## src/rtl/instruction_fetch.sv

```systemverilog
// Instruction fetch stage: holds pc and the instruction register, requests words
// from instruction memory and computes the next pc on retirement.
module instruction_fetch #(
    parameter logic [31:0]  RESET_PC = 32'h0000_0000,
    localparam int unsigned XLEN     = 32,
    localparam int unsigned WLEN     = XLEN - 2,
    localparam int unsigned OPW      = 6,
    localparam int unsigned REGW     = 5,
    localparam int unsigned IMMW     = 16
) (
    input  logic             CLOCK_50,
    input  logic             Reset,
    input  logic             Run,
    input  logic             pc_write,
    input  logic             Pcsrc,
    input  logic             jump,
    output logic             imem_req,
    output logic [XLEN-1:0]  imem_addr,
    input  logic [XLEN-1:0]  imem_rdata,
    input  logic             imem_valid,
    output logic             instr_valid,
    output logic [OPW-1:0]   opcode,
    output logic [OPW-1:0]   funct,
    output logic [REGW-1:0]  rs,
    output logic [REGW-1:0]  rt,
    output logic [REGW-1:0]  rd,
    output logic [REGW-1:0]  shamt,
    output logic [IMMW-1:0]  imm,
    output logic [XLEN-1:0]  pc,
    output logic [XLEN-1:0]  pc_plus4,
    output logic [XLEN-1:0]  fetch_count
);

    typedef enum logic [1:0] {
        IDLE  = 2'd0,
        FETCH = 2'd1,
        HOLD  = 2'd2
    } state_t;

    typedef struct packed {
        logic [OPW-1:0]  opcode;
        logic [REGW-1:0] rs;
        logic [REGW-1:0] rt;
        logic [REGW-1:0] rd;
        logic [REGW-1:0] shamt;
        logic [OPW-1:0]  funct;
    } instr_t;

    state_t            state_q;
    state_t            state_d;
    instr_t            ir_q;
    logic [WLEN-1:0]   pc_q;
    logic              valid_q;
    logic [XLEN-1:0]   count_q;

    logic              load_en;
    logic              retire_en;
    logic [WLEN-1:0]   pc_inc_w;
    logic [WLEN-1:0]   branch_w;
    logic [WLEN-1:0]   jump_w;
    logic [WLEN-1:0]   next_pc_w;
    logic [IMMW-1:0]   imm_w;

    // pc is kept as a word address so its two low bits can never be nonzero
    assign pc_inc_w  = pc_q + WLEN'(1);
    assign imm_w     = {ir_q.rd, ir_q.shamt, ir_q.funct};
    assign branch_w  = pc_inc_w + WLEN'({{(WLEN-IMMW){imm_w[IMMW-1]}}, imm_w});
    assign jump_w    = {pc_inc_w[WLEN-1:WLEN-4], ir_q[WLEN-5:0]};
    assign next_pc_w = jump  ? jump_w   :
                       Pcsrc ? branch_w :
                               pc_inc_w;

    // State register
    always_ff @(posedge CLOCK_50 or negedge Reset) begin
        if (!Reset) begin
            state_q <= IDLE;
        end else begin
            state_q <= state_d;
        end
    end

    // Next-state logic
    always_comb begin
        state_d = state_q;
        case (state_q)
            IDLE:    if (Run)        state_d = FETCH;
            FETCH:   if (imem_valid) state_d = HOLD;
            HOLD:    if (pc_write)   state_d = Run ? FETCH : IDLE;
            default:                 state_d = IDLE;
        endcase
    end

    // State-decoded outputs and datapath strobes
    always_comb begin
        imem_req  = 1'b0;
        load_en   = 1'b0;
        retire_en = 1'b0;
        case (state_q)
            FETCH: begin
                imem_req = 1'b1;
                load_en  = imem_valid;
            end
            HOLD:    retire_en = pc_write;
            default: ;
        endcase
    end

    // pc, instruction register, valid flag and fetch counter
    always_ff @(posedge CLOCK_50 or negedge Reset) begin
        if (!Reset) begin
            pc_q    <= RESET_PC[XLEN-1:2];
            ir_q    <= '0;
            valid_q <= 1'b0;
            count_q <= '0;
        end else begin
            if (load_en) begin
                ir_q    <= instr_t'(imem_rdata);
                valid_q <= 1'b1;
                count_q <= count_q + XLEN'(1);
            end
            if (retire_en) begin
                pc_q    <= next_pc_w;
                valid_q <= 1'b0;
            end
        end
    end

    assign imem_addr   = {pc_q, 2'b00};
    assign pc          = {pc_q, 2'b00};
    assign pc_plus4    = {pc_inc_w, 2'b00};
    assign instr_valid = valid_q;
    assign fetch_count = count_q;

    // Decoded fields are pure slices of the registered instruction
    assign opcode = ir_q.opcode;
    assign rs     = ir_q.rs;
    assign rt     = ir_q.rt;
    assign rd     = ir_q.rd;
    assign shamt  = ir_q.shamt;
    assign funct  = ir_q.funct;
    assign imm    = imm_w;

endmodule

```

## config.mk

```make
export PLATFORM = sky130hd
export DESIGN_NAME = instruction_fetch
export DESIGN_NICKNAME = d
export VERILOG_FILES = /design/src/rtl/instruction_fetch.sv
export SDC_FILE = /design/constraint.sdc
export NUM_CORES = 1
export LEC_CHECK = 0
export BUFFER_PORTS_ARGS = -buffer_cell sky130_fd_sc_hd__buf_2
export CORE_UTILIZATION = 55
export CTS_BUF_LIST = sky130_fd_sc_hd__clkbuf_8
export DETAILED_ROUTE_END_ITERATION = 10
export HOLD_SLACK_MARGIN = 0.05
export PLACE_DENSITY = 0.84
export SYNTH_ARGS = -nofsm -noshare
export SYNTH_HDL_FRONTEND = slang
export SYNTH_SLANG_ARGS = --single-unit
```

## constraint.sdc

```tcl
create_clock -name CLOCK_50 -period 5.55 [get_ports CLOCK_50]
set_input_delay 0.555 -clock CLOCK_50 [delete_from_list [all_inputs] [get_ports CLOCK_50]]
set_output_delay 0.555 -clock CLOCK_50 [all_outputs]
set_load 0.05 [all_outputs]
```

# After elaboration in Yosys (flattened, before gate mapping)
# Cells that the tools add are included.
[classes]
n_addsub = 3
eq_ne = 5
mux = 12
reduce_logical = 3
[op_table]
columns = ["cell", "count"]
rows = [
  ["$mux 30", 2],
  ["$add 32x1->32 const B", 1],
  ["$add 30x1->30 const B", 1],
  ["$add 30x30->30", 1],
  ["$mux 1", 6],
  ["$mux 2", 3],
  ["$ne 2x2->1 const B", 3],
  ["$pmux 2 s3", 1],
  ["$reduce_and 3->1", 1],
  ["$eq 2x1->1 const B", 1],
  ["$eq 2x2->1 const B", 1],
  ["$logic_not 2->1", 1],
  ["$reduce_bool 2->1", 1],
]
[totals]
register_bits = 97
input_bits = 39
elab_cells = 33

# Depth between registers and ports, before layout
# Gate-level depths: netlist of the first run.
[logic_depth]
depth_word = 4
depth_mapped = 15
mapped_depth_nobuf = 14

# Least setup slack after synthesis of the first run
# OpenSTA, ideal clock, no wires.
[synth_path]
kind = "reg2reg"
startpoint = "register pc_q[2]"
endpoint = "register pc_q[29]"
setup_ns = 0.092
arrival_time_ns = 4.375
t_required_ns = 5.458
setup_slack_ns = 1.083
stages_incl_launch_ff = 15
period_less_slack_ns = 4.467
cell_sequence = "dfrtp_1 > and4_1 > nand4_1 > or3_4 > nor2_1 > xor2_1 > ha_1 > nand2_1 > o21a_1 > o21ai_0 > a21boi_2 > a211oi_2 > or3_1 > and4_1 > o31ai_2"
[synth_between]
elab_chain_len = 4
[synth_lines]
columns = ["item", "line", "text"]
rows = [
  ["from (decl)", "52", "logic [WLEN-1:0] pc_q;"],
  ["from (signal assigned)", "111", "pc_q <= RESET_PC[XLEN-1:2];"],
  ["from (signal assigned)", "122", "pc_q <= next_pc_w;"],
  ["$add 30x1->30", "65", "assign pc_inc_w = pc_q + WLEN'(1);"],
  ["named net pc_plus4[21]", "30", "output logic [XLEN-1:0] pc_plus4,"],
  ["$add 30x30->30", "67", "assign branch_w = pc_inc_w + WLEN'({{(WLEN-IMMW){imm_w[IMMW-1]}}, imm_w});"],
  ["$mux 30", "70", "Pcsrc ? branch_w :"],
  ["$mux 30", "69", "assign next_pc_w = jump ? jump_w :"],
]
# The timed path passes the listed nets, and every way through them passes these cells.
# A chain may end at the register's enable or synchronous reset.

# Final worst setup path of the first run
[layout_path]
startpoint = "register pc_q[12]"
endpoint = "register pc_q[29]"
[layout_between]
elab_chain_len = 4
[layout_lines]
columns = ["item", "line"]
rows = [
  ["$add 30x1->30 (*)", "65"],
  ["$add 30x30->30", "67"],
  ["$mux 30", "70"],
  ["$mux 30 (*)", "69"],
]
# Mark *: on every way between the ends. The rest lies on a longest branch, timed or not.

==> flow_summary.ini, run 1 <==
[worst_setup_path]
path_depth = 13
worstSetupStartpoint = pc_q[12]$_DFFE_PN0P_
cp-endpoint = pc_q[29]$_DFFE_PN0P_
cp-end-kind = register
cp_data_arrival_time_ns = 4.48
regToRegStartpoint = pc_q[12]$_DFFE_PN0P_
start_kind = register
r2r-end = pc_q[29]$_DFFE_PN0P_
critical_path.max_stage_delay_ns = 0.52
critPathRequiredTime_ns = 5.85
crit_buf_inv = 0
critical_path_class = reg -> reg
regToRegSetupSlack_ns = 1.36
crit_chain = and4_1 -> nand4_1 -> nor3_2 -> nand2_1 -> xnor2_1 -> ha_1 -> a21o_1 -> a21oi_1 -> and3_1 -> a211oi_2 -> or3_1 -> and4_1 -> o31ai_2
worst-r2r-cell-count = 13
critPathMostFrequentCell = and4_1
path_delay_family = simple AND/OR/NAND/NOR gates
cp_max_fo = 8
critPathSlowestCell = dfrtp_1

[sta]
max_freq_mhz = 239
rsz0062_at_grt = no
drv_slew = 0
finalHoldViolCount = 0
period_minus_slack_ns = 4.19
setup_violations = 0
fin_setup_tns_ns = 0
setup_ws_ns = 1.36
fin_skew_ns = 0.0118
tightest_slew_ns = 0.922
relSlewSlack_pct = 38.5
fin_crit_sh_pct = 75.4

[synth]
synth_xor_area_share_pct = 9.15
syn_avg_cell_area_sq_um = 8.33
yosys-top-cells-count = nand2_1, dfrtp_1, nor2_1
synth_area_sq_mm = 0.00718
synth_top_area_share_pct = 33.8
seq_area_frac_synth_pct = 33.8
synth_top_family_by_area = simple AND/OR/NAND/NOR gates
ys_top_cells_by_area = dfrtp_1, nand2_1, ha_1
yosysTopAreaCell = dfrtp_1
synth-simple-area-share_pct = 23.6
yosys_warnings = 0
async_flop_share_pct = 100
synth-main-ff-cell = dfrtp_1
postSynthCellCount = 862
synth_compound_area_share_pct = 16.8
synth.ff_latch_count = 97
yosys.area_share.adder_pct = 6.90
synth_edf_count = 0
synth_mux_area_share_pct = 1.27
yosysMostFrequentCell = nand2_1
ys_types = 76

[placed_design]
place.gp.congestion = 0.953
hpwl_microns = 15100
port_buffers = 210
placed_cells = 1172
pre_cts_slack_ns = 1.51

[cts]
cts_tree = yes
cts.sinks = 97
cts.path.max_buffers = 2
clkTransAtPathRegs_ns = 0.11
htree_levels = 3
clk_latency_ns = 0.38
cts_hold_buf = 0
cts_root_buf = clkbuf_8
ctsResizeCount = 0
cts_buffers = 9
post_cts_buffers = 0

[detailed_routing]
first_pass_iters = 5
met1_length_microns = 9110
dr_wl_met3_microns = 1720
routed_via_density = 5.65
dr_total_vias = 6717
first_iter_violations = 597
dr_wl_met2_microns = 9310
ant_nets = 0
wl_per_cell_microns = 17.3
wirelength_microns = 20600
routed.top_layer = met4
drcViolationCount = 0

[floorplan]
start_util_pct = 56.6
rows = 41
die_area_sq_mm = 0.0135
die_x_microns = 116
dieHeight_microns = 116
pin_count = 217
core_sq_mm = 0.0127

[final_layout]
nFillCells = 1111
drive_gt1_share_pct = 25.6
nets = 1089
antenna_cells = 0
syn_to_final_growth_pct = 13.6
multiInputGateArea_sq_mm = 0.00416
regArea_sq_mm = 0.00243
fin_cells = 1188

[job]
maxCapViolCount = 0

[global_routing]
grt_pass1_wl_microns = 32100
grt_remaining_overflow = 0
grt_max_degree = 75
grt_pass1_vias = 6058
grt_antenna_before_repair = 0
grt_usage_pct = 31.0

[worst_hold_path]
hold_class = in -> async

[run_status]
outcome = completed
## per-layer routing
layer  up-vias  track usage, %
li1       3245               -
met1      3149            42.7
met2       286            48.4
met3        37            6.18
met4         0            11.3
met5         -               0
## per-stage QoR
step | instance area (sq um) | util, % | hold WS (ns)
after floorplan | 7200 | - | 0.259
after global placement | 7960 | 62.8 | 0.455
after detailed placement | 7960 | 62.8 | 0.458
after CTS | 8160 | 64.4 | 0.0672
after global routing | 8160 | 64.4 | 0.0785
final | 8160 | 64.4 | 0.0732
## logic make-up (layout without fill, tap and decap cells)
| group | after synthesis | count (layout) |
|---|---|---|
| fa+ha+maj | 39 | 39 |
| flops | 97 | 97 |
| compound gates | 184 | 184 |
| other cells | 1 | 6 |
| mux | 9 | 9 |
| buf+inv | 97 | 246 |
| simple gates | 360 | 360 |
| xor+xnor | 75 | 75 |
## worst reg2reg max path, cell delays in order, from the launching register on
cell	delay, ns
dfrtp_1	0.52
and4_1	0.34
nand4_1	0.32
nor3_2	0.40
nand2_1	0.12
xnor2_1	0.49
ha_1	0.39
a21o_1	0.18
a21oi_1	0.18
and3_1	0.24
a211oi_2	0.10
or3_1	0.37
and4_1	0.23
o31ai_2	0.22
## sequential cells by signal, indices dropped and copies added (netlist names)
signal,cells
pc_q,30
funct,6
rd,5
fetch_count,32
state_q,2
rt,5
opcode,6
instr_valid,1
rs,5
shamt,5
## area by class of cell
cell class / instances / share of cell area [%]
flip-flops and latches: 97 / 29.8
repair buffers: 216 / 13.5
inverters: 14 / 0.644
clock buffers: 11 / 1.86
multi-input cells: 673 / 51.1
clock inverters: 5 / 0.568
well taps: 172 / 2.64
## cell usage in the layout, fill, tap and decap left out, types with 3 or more instances in the layout
cell type / netlist / layout
inv_1: 12 / 12
buf_4: 54 / 7
o211ai_1: 3 / 3
buf_2: 5 / 209
a211o_1: 3 / 3
and4_1: 11 / 11
nor2_1: 58 / 58
a211oi_2: 4 / 4
o21ai_0: 46 / 46
nand2_1: 177 / 177
o21a_1: 13 / 13
nand4_1: 15 / 15
nand3_1: 28 / 28
o21bai_1: 4 / 4
a21o_1: 11 / 11
xor2_1: 32 / 32
or4_1: 3 / 3
and2_1: 5 / 5
a211oi_1: 11 / 11
dfrtp_1: 97 / 97
a31oi_1: 7 / 7
clkbuf_8: 0 / 11
nand2b_1: 4 / 4
nor3_2: 3 / 3
a21oi_1: 41 / 41
a21boi_0: 3 / 3
o21ai_1: 6 / 6
xnor2_1: 43 / 43
and3_1: 18 / 18
nor3_1: 14 / 14
o22ai_1: 4 / 4
conb_1: 1 / 6
mux2i_1: 8 / 8
nor2b_1: 6 / 6
ha_1: 38 / 38
o31ai_1: 6 / 6
or3_1: 3 / 3
## how the worst min path moves through the flow
| stage | from | end | slack, ns | depth (start not counted) |
|---|---|---|---|---|
| finish | Reset | pc_q[22]$_DFFE_PN0P_ | 0.07 | 1 |
| global route | Reset | pc_q[26]$_DFFE_PN0P_ | 0.08 | 1 |
| CTS | Reset | pc_q[27]$_DFFE_PN0P_ | 0.07 | 1 |
| detailed placement | fetch_count[31]$_DFFE_PN0P_ | fetch_count[31]$_DFFE_PN0P_ | 0.46 | 1 |
| global placement | instr_valid$_DFFE_PN0P_ | instr_valid$_DFFE_PN0P_ | 0.46 | 2 |
| floorplan | Reset | fetch_count[0]$_DFFE_PN0P_ | 0.26 | 0 |
Power of run 1 is not shown: default switching activity piles up to over one toggle a cycle in this logic, so the estimate is an artifact.
==> inputs of run 2 (changes only) <==
--- a/config.mk
+++ b/config.mk
@@ -6,11 +6,11 @@
 export NUM_CORES = 1
 export LEC_CHECK = 0
 export BUFFER_PORTS_ARGS = -buffer_cell sky130_fd_sc_hd__buf_2
-export CORE_UTILIZATION = 55
+export CORE_UTILIZATION = 54
 export CTS_BUF_LIST = sky130_fd_sc_hd__clkbuf_8
 export DETAILED_ROUTE_END_ITERATION = 10
 export HOLD_SLACK_MARGIN = 0.05
-export PLACE_DENSITY = 0.84
+export PLACE_DENSITY = 0.82
 export SYNTH_ARGS = -nofsm -noshare
 export SYNTH_HDL_FRONTEND = slang
 export SYNTH_SLANG_ARGS = --single-unit
==> constraint.sdc (replaced) <==
create_clock -name CLOCK_50 -period 4.2 [get_ports CLOCK_50]
set_input_delay 0.42 -clock CLOCK_50 [delete_from_list [all_inputs] [get_ports CLOCK_50]]
set_output_delay 0.42 -clock CLOCK_50 [all_outputs]
set_load 0.05 [all_outputs]
==> run 2 against run 1 <==
Count of clock-buffer cells in the layout unchanged. Core utilization up 0.16 points. Routed wire length up 1.9%. Worst setup slack worse by 1.1 ns. Global-route usage increased by 0.67 points. Via count up 0.98%. Fmax is 5.7% higher. Critical path depth did not move. Critical path type unchanged. Critical endpoint is now pc_q[20]$_DFFE_PN0P_. Highest routed layer unchanged.
==> flow_summary.ini, run 2 (synthesized netlist as in run 1, its figures left out) <==
[placed_design]
placed_cells = 1172
place.gp.congestion = 0.970
port_buffers = 210
hpwl_microns = 15800

[worst_setup_path]
critical_path.max_stage_delay_ns = 0.54
critPathMostFrequentCell = nand4_1
crit_buf_inv = 0
cp-end-kind = register
crit_chain = and4_1 -> nand4_1 -> or3_4 -> nor2_1 -> xor2_2 -> ha_1 -> nand4_1 -> or4_1 -> o22ai_1 -> o21a_1 -> nor3_1 -> a211oi_1 -> o21ai_1
critical_path_class = reg -> reg
critPathSlowestCell = or4_1
cp_max_fo = 8
cp_data_arrival_time_ns = 4.23
path_delay_family = simple AND/OR/NAND/NOR gates
start_kind = register
critPathRequiredTime_ns = 4.47

[floorplan]
start_util_pct = 56.2
pin_count = 217
die_x_microns = 117
dieHeight_microns = 117
die_area_sq_mm = 0.0138
core_sq_mm = 0.0128
rows = 41

[final_layout]
nets = 1089
fin_cells = 1189
nFillCells = 1141
drive_gt1_share_pct = 26.8
syn_to_final_growth_pct = 14.8
layout_common_cells = buf_2, nand2_1, dfrtp_1, nor2_1, o21ai_0
regArea_sq_mm = 0.00243
final_common_cell = buf_2
largest_register_ffs = 32
multiInputGateArea_sq_mm = 0.00426

[detailed_routing]
routed_via_density = 5.70
wl_per_cell_microns = 17.7
first_pass_iters = 5
dr_total_vias = 6783
wirelength_microns = 21000
drcViolationCount = 0
first_iter_violations = 547
ant_nets = 0

[cts]
cts_root_buf = clkbuf_8
clkTransAtPathRegs_ns = 0.10
cts_buffers = 9
htree_levels = 3
clk_latency_ns = 0.39
post_cts_buffers = 0
cts.path.max_buffers = 2
cts_tree = yes
ctsResizeCount = 0
cts.sinks = 97
cts_hold_buf = 0

[sta]
rsz0062_at_grt = no
tightest_slew_ns = 1.01
setup_violations = 0
relSlewSlack_pct = 32.7
max_freq_mhz = 253
period_minus_slack_ns = 3.96
fin_skew_ns = 0.00958
fin_crit_sh_pct = 94.2
whs_ns = 0.170
finalHoldViolCount = 0
drv_slew = 0
fin_setup_tns_ns = 0

[run_status]
outcome = completed

[global_routing]
grt_usage_pct = 31.7
grt_pass1_wl_microns = 32800
grt_antenna_before_repair = 1
grt_max_degree = 75
grt_remaining_overflow = 0
grt_pass1_vias = 6187

[job]
maxCapViolCount = 0

[worst_hold_path]
hold_class = in -> async
## run 2: cell count changes in the layout (fill, tap and decap cells not counted)
cell	change
inv_1	+1
xor2_1	-5
diode_2	+1
nor2_1	-1
xnor2_1	-7
inv_8	-1
nor2_2	+1
xor2_2	+5
xnor2_2	+7
clkinvlp_4	+1
clkinv_4	-1
## run 2: layer usage
metal,vias up,share of wire [%],GRT usage (%)
li1,3233,-,-
met5,-,0,0
met4,0,2.4,10.9
met1,3203,44,44.7
met2,314,45,48.7
met3,33,8.7,6.13
## run 2: cell type report
cell class | count | area share, %
Clock buffer | 11 | 1.84
Multi-Input combinational cell | 673 | 51.6
Tap cell | 172 | 2.61
Timing Repair Buffer | 216 | 13.3
Inverter | 14 | 0.638
Sequential cell | 97 | 29.5
Clock inverter | 5 | 0.455
Antenna cell | 1 | 0.0304
## run 2: stage by stage
stage / instance area, sq um / setup slack, ns / utilization [%]
after global placement: 8050 / 0.493 / 63.0
final: 8240 / 0.242 / 64.5
after floorplan: 7290 / -0.0474 / -
after global routing: 8240 / 0.0502 / 64.5
after detailed placement: 8050 / 0.345 / 63.0
after CTS: 8240 / 0.294 / 64.5
## run 2: worst reg2reg max path, stage by stage (launching register included)
cell and delay [ns]:
dfrtp_1 0.49, and4_1 0.29, nand4_1 0.21, or3_4 0.47, nor2_1 0.18, xor2_2 0.29, ha_1 0.24, nand4_1 0.12
or4_1 0.54, o22ai_1 0.31, o21a_1 0.16, nor3_1 0.05, a211oi_1 0.35, o21ai_1 0.13
## run 2: worst paths after layout
| path | cells after the start | to | startpoint | slack, ns |
|---|---|---|---|---|
| worst max-delay path | 13 | pc_q[20]$_DFFE_PN0P_ | pc_q[7]$_DFFE_PN0P_ | 0.24 |
| min in group CLOCK_50 | 3 | rs[2]$_DFFE_PN0P_ | imem_rdata[23] | 0.21 |
| worst max register to register | 13 | pc_q[20]$_DFFE_PN0P_ | pc_q[7]$_DFFE_PN0P_ | 0.24 |
| worst min-delay path | 1 | funct[0]$_DFFE_PN0P_ | Reset | 0.17 |
| worst min register to register | 1 | fetch_count[31]$_DFFE_PN0P_ | fetch_count[31]$_DFFE_PN0P_ | 0.46 |
| max in group asynchronous | 2 | fetch_count[9]$_DFFE_PN0P_ | Reset | 3.13 |
Power of run 2 is left out for the same reason.
